[config.mk]
export PLATFORM = sky130hd
export DESIGN_NAME = fetch_sequencer
export DESIGN_NICKNAME = d
export VERILOG_FILES = /design/src/rtl/fetch_sequencer.sv
export SDC_FILE = /design/constraint.sdc
export NUM_CORES = 1
export LEC_CHECK = 0
export CAP_MARGIN = 20
export CORE_MARGIN = 8
export CORE_UTILIZATION = 47
export CTS_CLUSTER_SIZE = 24
export DETAILED_ROUTE_END_ITERATION = 10
export PLACE_DENSITY = 0.81
export RECOVER_POWER = 25
export SETUP_SLACK_MARGIN = 0.3
export SKIP_LAST_GASP = 1
export SYNTH_ARGS = -nofsm -noshare
export SYNTH_HDL_FRONTEND = slang
export SYNTH_SLANG_ARGS = --single-unit
[constraint.sdc]
create_clock -name clk_pi -period 3.35 [get_ports clk_pi]
set_clock_uncertainty 0.2 [all_clocks]
set_input_delay 0.335 -clock clk_pi [delete_from_list [all_inputs] [get_ports clk_pi]]
set_output_delay 0.335 -clock clk_pi [all_outputs]
set_load 0.005 [all_outputs]
[src/rtl/fetch_sequencer.sv]
// fetch_sequencer
//   Fetches one 16-bit instruction per step from instruction memory over a
//   req/ack handshake, decodes jump/branch/halt, evaluates branch conditions
//   against the ALU flags, and releases exactly one PC advance per instruction.
//
// Ports
//   clk_pi, reset_pi       clock (rising edge) and asynchronous active-high reset
//   pc_pi                  current program counter value
//   resume_pi              leave HALTED (level, looked at only while halted)
//   imem_req_po/addr_po    fetch request and address (address stable during req)
//   imem_ack_pi/data_pi    memory acknowledge and instruction word
//   flags_pi/flags_valid_pi  {Z,N,C} and their validity for branch evaluation
//   pc_clk_en_po           one-cycle PC advance strobe
//   branch_taken_po/branch_immediate_po, jump_taken_po/jump_immediate_po
//                          PC control, meaningful only with pc_clk_en_po
//   instr_po/instr_valid_po  latched instruction and its completion strobe
//   halted_po, fetch_error_po  halted state and sticky fetch-timeout flag
module fetch_sequencer #(
  parameter int          TIMEOUT_CYCLES = 255,
  parameter int          TIMEOUT_W      = 8,
  parameter logic [3:0]  HALT_OPCODE    = 4'hF
) (
  input  logic        clk_pi,
  input  logic        reset_pi,
  input  logic [15:0] pc_pi,
  input  logic        resume_pi,
  output logic        imem_req_po,
  output logic [15:0] imem_addr_po,
  input  logic        imem_ack_pi,
  input  logic [15:0] imem_data_pi,
  input  logic [2:0]  flags_pi,
  input  logic        flags_valid_pi,
  output logic        pc_clk_en_po,
  output logic        branch_taken_po,
  output logic [5:0]  branch_immediate_po,
  output logic        jump_taken_po,
  output logic [11:0] jump_immediate_po,
  output logic [15:0] instr_po,
  output logic        instr_valid_po,
  output logic        halted_po,
  output logic        fetch_error_po
);

  // SETUP is the bubble after a redirect (taken branch/jump, resume from
  // halt): the PC has just been updated, so the new address is captured
  // from pc_pi one cycle later with no request outstanding.
  typedef enum logic [2:0] {IDLE, REQ, EXEC, SETUP, HALTED} state_t;

  localparam logic [TIMEOUT_W-1:0] COUNT_LAST = TIMEOUT_W'(TIMEOUT_CYCLES - 1);

  state_t                 state_reg, state_next;
  logic [15:0]            addr_reg, addr_next;
  logic [15:0]            instr_reg, instr_next;
  logic [TIMEOUT_W-1:0]   count_reg, count_next;
  logic                   error_reg, error_next;

  logic [3:0] opcode;
  logic       is_halt, is_branch, is_jump, cond_true, redirect;

  always_ff @(posedge clk_pi or posedge reset_pi) begin
    if (reset_pi) begin
      state_reg <= IDLE;
      addr_reg  <= '0;
      instr_reg <= '0;
      count_reg <= '0;
      error_reg <= 1'b0;
    end else begin
      state_reg <= state_next;
      addr_reg  <= addr_next;
      instr_reg <= instr_next;
      count_reg <= count_next;
      error_reg <= error_next;
    end
  end

  assign opcode    = instr_reg[15:12];
  // Halt is checked first so HALT_OPCODE wins even if set to a jump/branch code.
  assign is_halt   = (opcode == HALT_OPCODE);
  assign is_jump   = !is_halt && (opcode == 4'hE);
  assign is_branch = !is_halt && (opcode == 4'hD);

  // flags_pi = {Z,N,C}
  always_comb begin
    cond_true = 1'b0;
    case (instr_reg[8:6])
      3'b000: cond_true =  flags_pi[2];
      3'b001: cond_true = !flags_pi[2];
      3'b010: cond_true =  flags_pi[1];
      3'b011: cond_true = !flags_pi[1];
      3'b100: cond_true =  flags_pi[0];
      3'b101: cond_true = !flags_pi[0];
      3'b110: cond_true = 1'b1;
      default: cond_true = 1'b0;
    endcase
  end

  always_comb begin
    state_next      = state_reg;
    addr_next       = addr_reg;
    instr_next      = instr_reg;
    count_next      = count_reg;
    error_next      = error_reg;
    imem_req_po     = 1'b0;
    pc_clk_en_po    = 1'b0;
    branch_taken_po = 1'b0;
    jump_taken_po   = 1'b0;
    instr_valid_po  = 1'b0;
    halted_po       = 1'b0;
    redirect        = 1'b0;

    case (state_reg)
      IDLE: begin
        addr_next  = pc_pi;
        state_next = REQ;
      end

      REQ: begin
        imem_req_po = 1'b1;
        if (imem_ack_pi) begin
          instr_next = imem_data_pi;
          count_next = '0;
          state_next = EXEC;
        end else if (count_reg == COUNT_LAST) begin
          error_next = 1'b1;
          count_next = '0;
          state_next = HALTED;
        end else begin
          count_next = count_reg + TIMEOUT_W'(1);
        end
      end

      EXEC: begin
        if (is_halt) begin
          state_next = HALTED;
        end else if (is_branch && !flags_valid_pi) begin
          state_next = EXEC;  // wait for flags covering older instructions
        end else begin
          pc_clk_en_po    = 1'b1;
          instr_valid_po  = 1'b1;
          branch_taken_po = is_branch && cond_true;
          jump_taken_po   = is_jump;
          redirect        = (is_branch && cond_true) || is_jump;
          if (redirect) begin
            state_next = SETUP;
          end else begin
            // pc_pi still holds the old PC this cycle; it advances by 2 at the edge.
            addr_next  = pc_pi + 16'd2;
            state_next = REQ;
          end
        end
      end

      SETUP: begin
        addr_next  = pc_pi;
        state_next = REQ;
      end

      HALTED: begin
        halted_po = 1'b1;
        if (resume_pi) begin
          if (error_reg) begin
            // Retry the failed fetch at the same address; PC untouched.
            error_next = 1'b0;
            state_next = REQ;
          end else begin
            // Step past the halt instruction with a plain sequential advance.
            pc_clk_en_po = 1'b1;
            state_next   = SETUP;
          end
        end
      end

      default: state_next = IDLE;
    endcase
  end

  assign imem_addr_po        = addr_reg;
  assign instr_po            = instr_reg;
  assign branch_immediate_po = instr_reg[5:0];
  assign jump_immediate_po   = instr_reg[11:0];
  assign fetch_error_po      = error_reg;

endmodule

==> results.toml <==
[synth]
synthMostInstantiatedCell = "dfrtp_1"
yosysWarnings = 0
synth_common_cells = "dfrtp_1 (44), mux2_2 (22), buf_4 (20), nand2_1 (20), o21ai_0 (15)"
synth.largest_area_cell = "dfrtp_1"
ys_types = 38
synth_fp_nets = 275
ys_ff_latch = 44
ys_seq_area_share_pct = 44.4
yosysTopAreaCellShare_pct = 44.4
synth_ff_type = "dfrtp_1"
synthTopCellsByArea = "dfrtp_1 (44%), mux2_2 (10%), buf_4 (6.0%)"
synth_edf_count = 0
avgSynthCellArea_sq_um = 10.7
synth_area_sq_mm = 0.00248
synth_cells = 232
async_flop_share_pct = 100

[routing]
antenna_left = 0
drt-initial-drc-count = 46
drc = 0
vias = 2006
drt-total-wl_um = 6000
dr.pass1.iters = 4
wl_per_cell_um = 15.7
avgViaCountPerCell = 5.27

[power_and_ir_drop]
power_uw = 2960
comb_power_share_pct = 53.3
p_sw_share_pct = 32.2
pwr-share-seq_pct = 33.1
internal-power_uw = 2010
power_leakage_uw = 0.00142
p_per_area_mw_per_mm2 = 859
peakVddDrop_mv = 0.478
clock_power_share_pct = 13.5
net-switching-power_uw = 953

[cells_and_area]
syn2layout_area_growth_pct = 38.9
fillers = 396
drive_gt1_share_pct = 13.5
nets = 353
n_antenna_cell = 0

[clock_tree]
cts.sinks = 44
cts_tree = "done"
clk-insertion-delay-late_ns = 0.29
cts_buffer_depth = 2
clk_pin_slew_ns = 0.08
cts_resized = 0
postCtsSetupRepairBufs = 0
cts_buffers = 5
root_buffer = "clkbuf_8"
htreeDepth = 2
hold_buffers = 0

[hold_path]
hold_depth = 1
holdCritStartpoint = "count_reg[7]$_DFFE_PP0P_"
hp-class = "flip-flop to flip-flop"
min_to = "count_reg[7]$_DFFE_PP0P_"

[floorplan]
ioPinCount = 97
die_area_sq_mm = 0.00786
die_y_um = 88.7
die_x_um = 88.7
fp-row-count = 26
start_util_pct = 48.6
core_area_sq_mm = 0.00511

[worst_setup_path]
cp-end-kind = "output port"
regToRegEndpoint = "instr_po[4]$_DFFE_PP0P_"
crit_fanout = 13
startpoint = "state_reg[2]$_DFFE_PP0P_"
critical_path_class = "flip-flop to output port"
crit_chain = "inv_1, nor3_1, nand2_1, o21ai_0, clkdlybuf4s50_1"
cp.arrival_ns = 2.09
timing.rr.start = "state_reg[0]$_DFFE_PP0P_"
reg2reg_depth = 3
start_kind = "flip-flop"
cp_num_buf_inv = 2
slowest_stage = "clkdlybuf4s50_1"
slowest_delay_ns = 0.54
required_ns = 2.81
r2r_slack_ns = 1.07
path_delay_family = "buffers and inverters"

[placed_design]
place.gp.congestion = 0.835
post-dp-hpwl_um = 4660
portBuffers = 96

[global_routing]
grt_pass1_vias = 2087
grt_max_degree = 45
track_usage_pct = 15.9
overflow = 0
grt_first_pass_wirelength_um = 9870
antenna_found_initial = 0

[timing]
clock.fmax_ghz = 0.380
worst_pin_slew_ns = 1.64
relSlewSlack_pct = -9.25
fin_setup_tns_ns = 0
setup_viol = 0
drv_slew = 45
rsz0062_at_grt = "false"
timing.hold.ws_ns = 0.299
min_period_over_period_pct = 78.5
final_hold_viol_count = 0
period_needed_ns = 2.63

[status]
violations = "max-capacitance violations, max-slew violations"
outcome = "finished, violations left"

[flow_run]
maxCapViolCount = 1
-- power by group through the flow --
stage | registers, uW | logic [uW] | clock network, uW
after floorplan | 957 | 975 | 0
after global placement | 982 | 1570 | 0
after detailed placement | 993 | 1600 | 0
after CTS | 985 | 1600 | 416
after global routing | 1030 | 1710 | 435
final | 981 | 1580 | 400
-- cells in the final DEF (no fill, tap or decap), types with 5 or more instances in the layout --
cell type,instances
inv_1,5
and3_1,5
mux2_4,10
nand2_1,20
nor3_1,7
clkbuf_8,5
nand4_1,7
xnor2_1,13
nor2_1,12
dfrtp_1,44
nand3_1,8
clkdlybuf4s50_1,95
mux2_2,22
o21ai_0,15
-- layout make-up --
cell class,instances,area [sq um],area share [%]
multi-input combinational,156,1160,33.6
tap,70,87.6,2.54
inverter,5,18.8,0.544
sequential,44,1100,31.9
clock inverter,2,35.0,1.02
clock buffer,6,72.6,2.11
timing repair buffer,98,973,28.2
-- how the worst max path moves through the flow --
| stage | end | cells past startpoint | slack [ns] |
|---|---|---|---|
| floorplan | imem_addr_po[12]$_DFFE_PP0P_ | 6 | 1.39 |
| global placement | branch_taken_po | 6 | 0.86 |
| global route | pc_clk_en_po | 5 | 0.44 |
| detailed placement | branch_taken_po | 6 | 0.80 |
| CTS | branch_taken_po | 5 | 0.69 |
| finish | pc_clk_en_po | 5 | 0.72 |
-- through the flow --
stage | util, % | cells | setup slack (ns) | area [sq um]
2_1_floorplan | - | 232 | 1.39 | 2480
3_3_place_gp | 65.3 | 372 | 0.862 | 3330
3_5_place_dp | 65.3 | 372 | 0.799 | 3330
4_1_cts | 67.4 | 380 | 0.686 | 3440
5_1_grt | 67.5 | 381 | 0.439 | 3450
6_report | 67.5 | 381 | 0.721 | 3450
-- layer usage --
layer | GRT usage (%) | part of all wire (%) | vias up
met5 | 0 | 0 | -
met4 | 5.38 | 1.1 | 0
met3 | 5.11 | 10 | 9
met2 | 26.7 | 45 | 82
met1 | 18.6 | 43 | 954
li1 | - | - | 961
-- logic make-up (layout without fill, tap and decap cells) --
group,Yosys count,after routing,synth area share [%]
compound gates,33,33,8.27
xor+xnor,17,17,6.00
fa+ha+maj,3,3,1.51
mux,34,34,16.8
simple gates,69,69,14.1
flops,44,44,44.4
buf+inv,32,111,8.97
No activity file was read; power rests on OpenSTA's default activity.
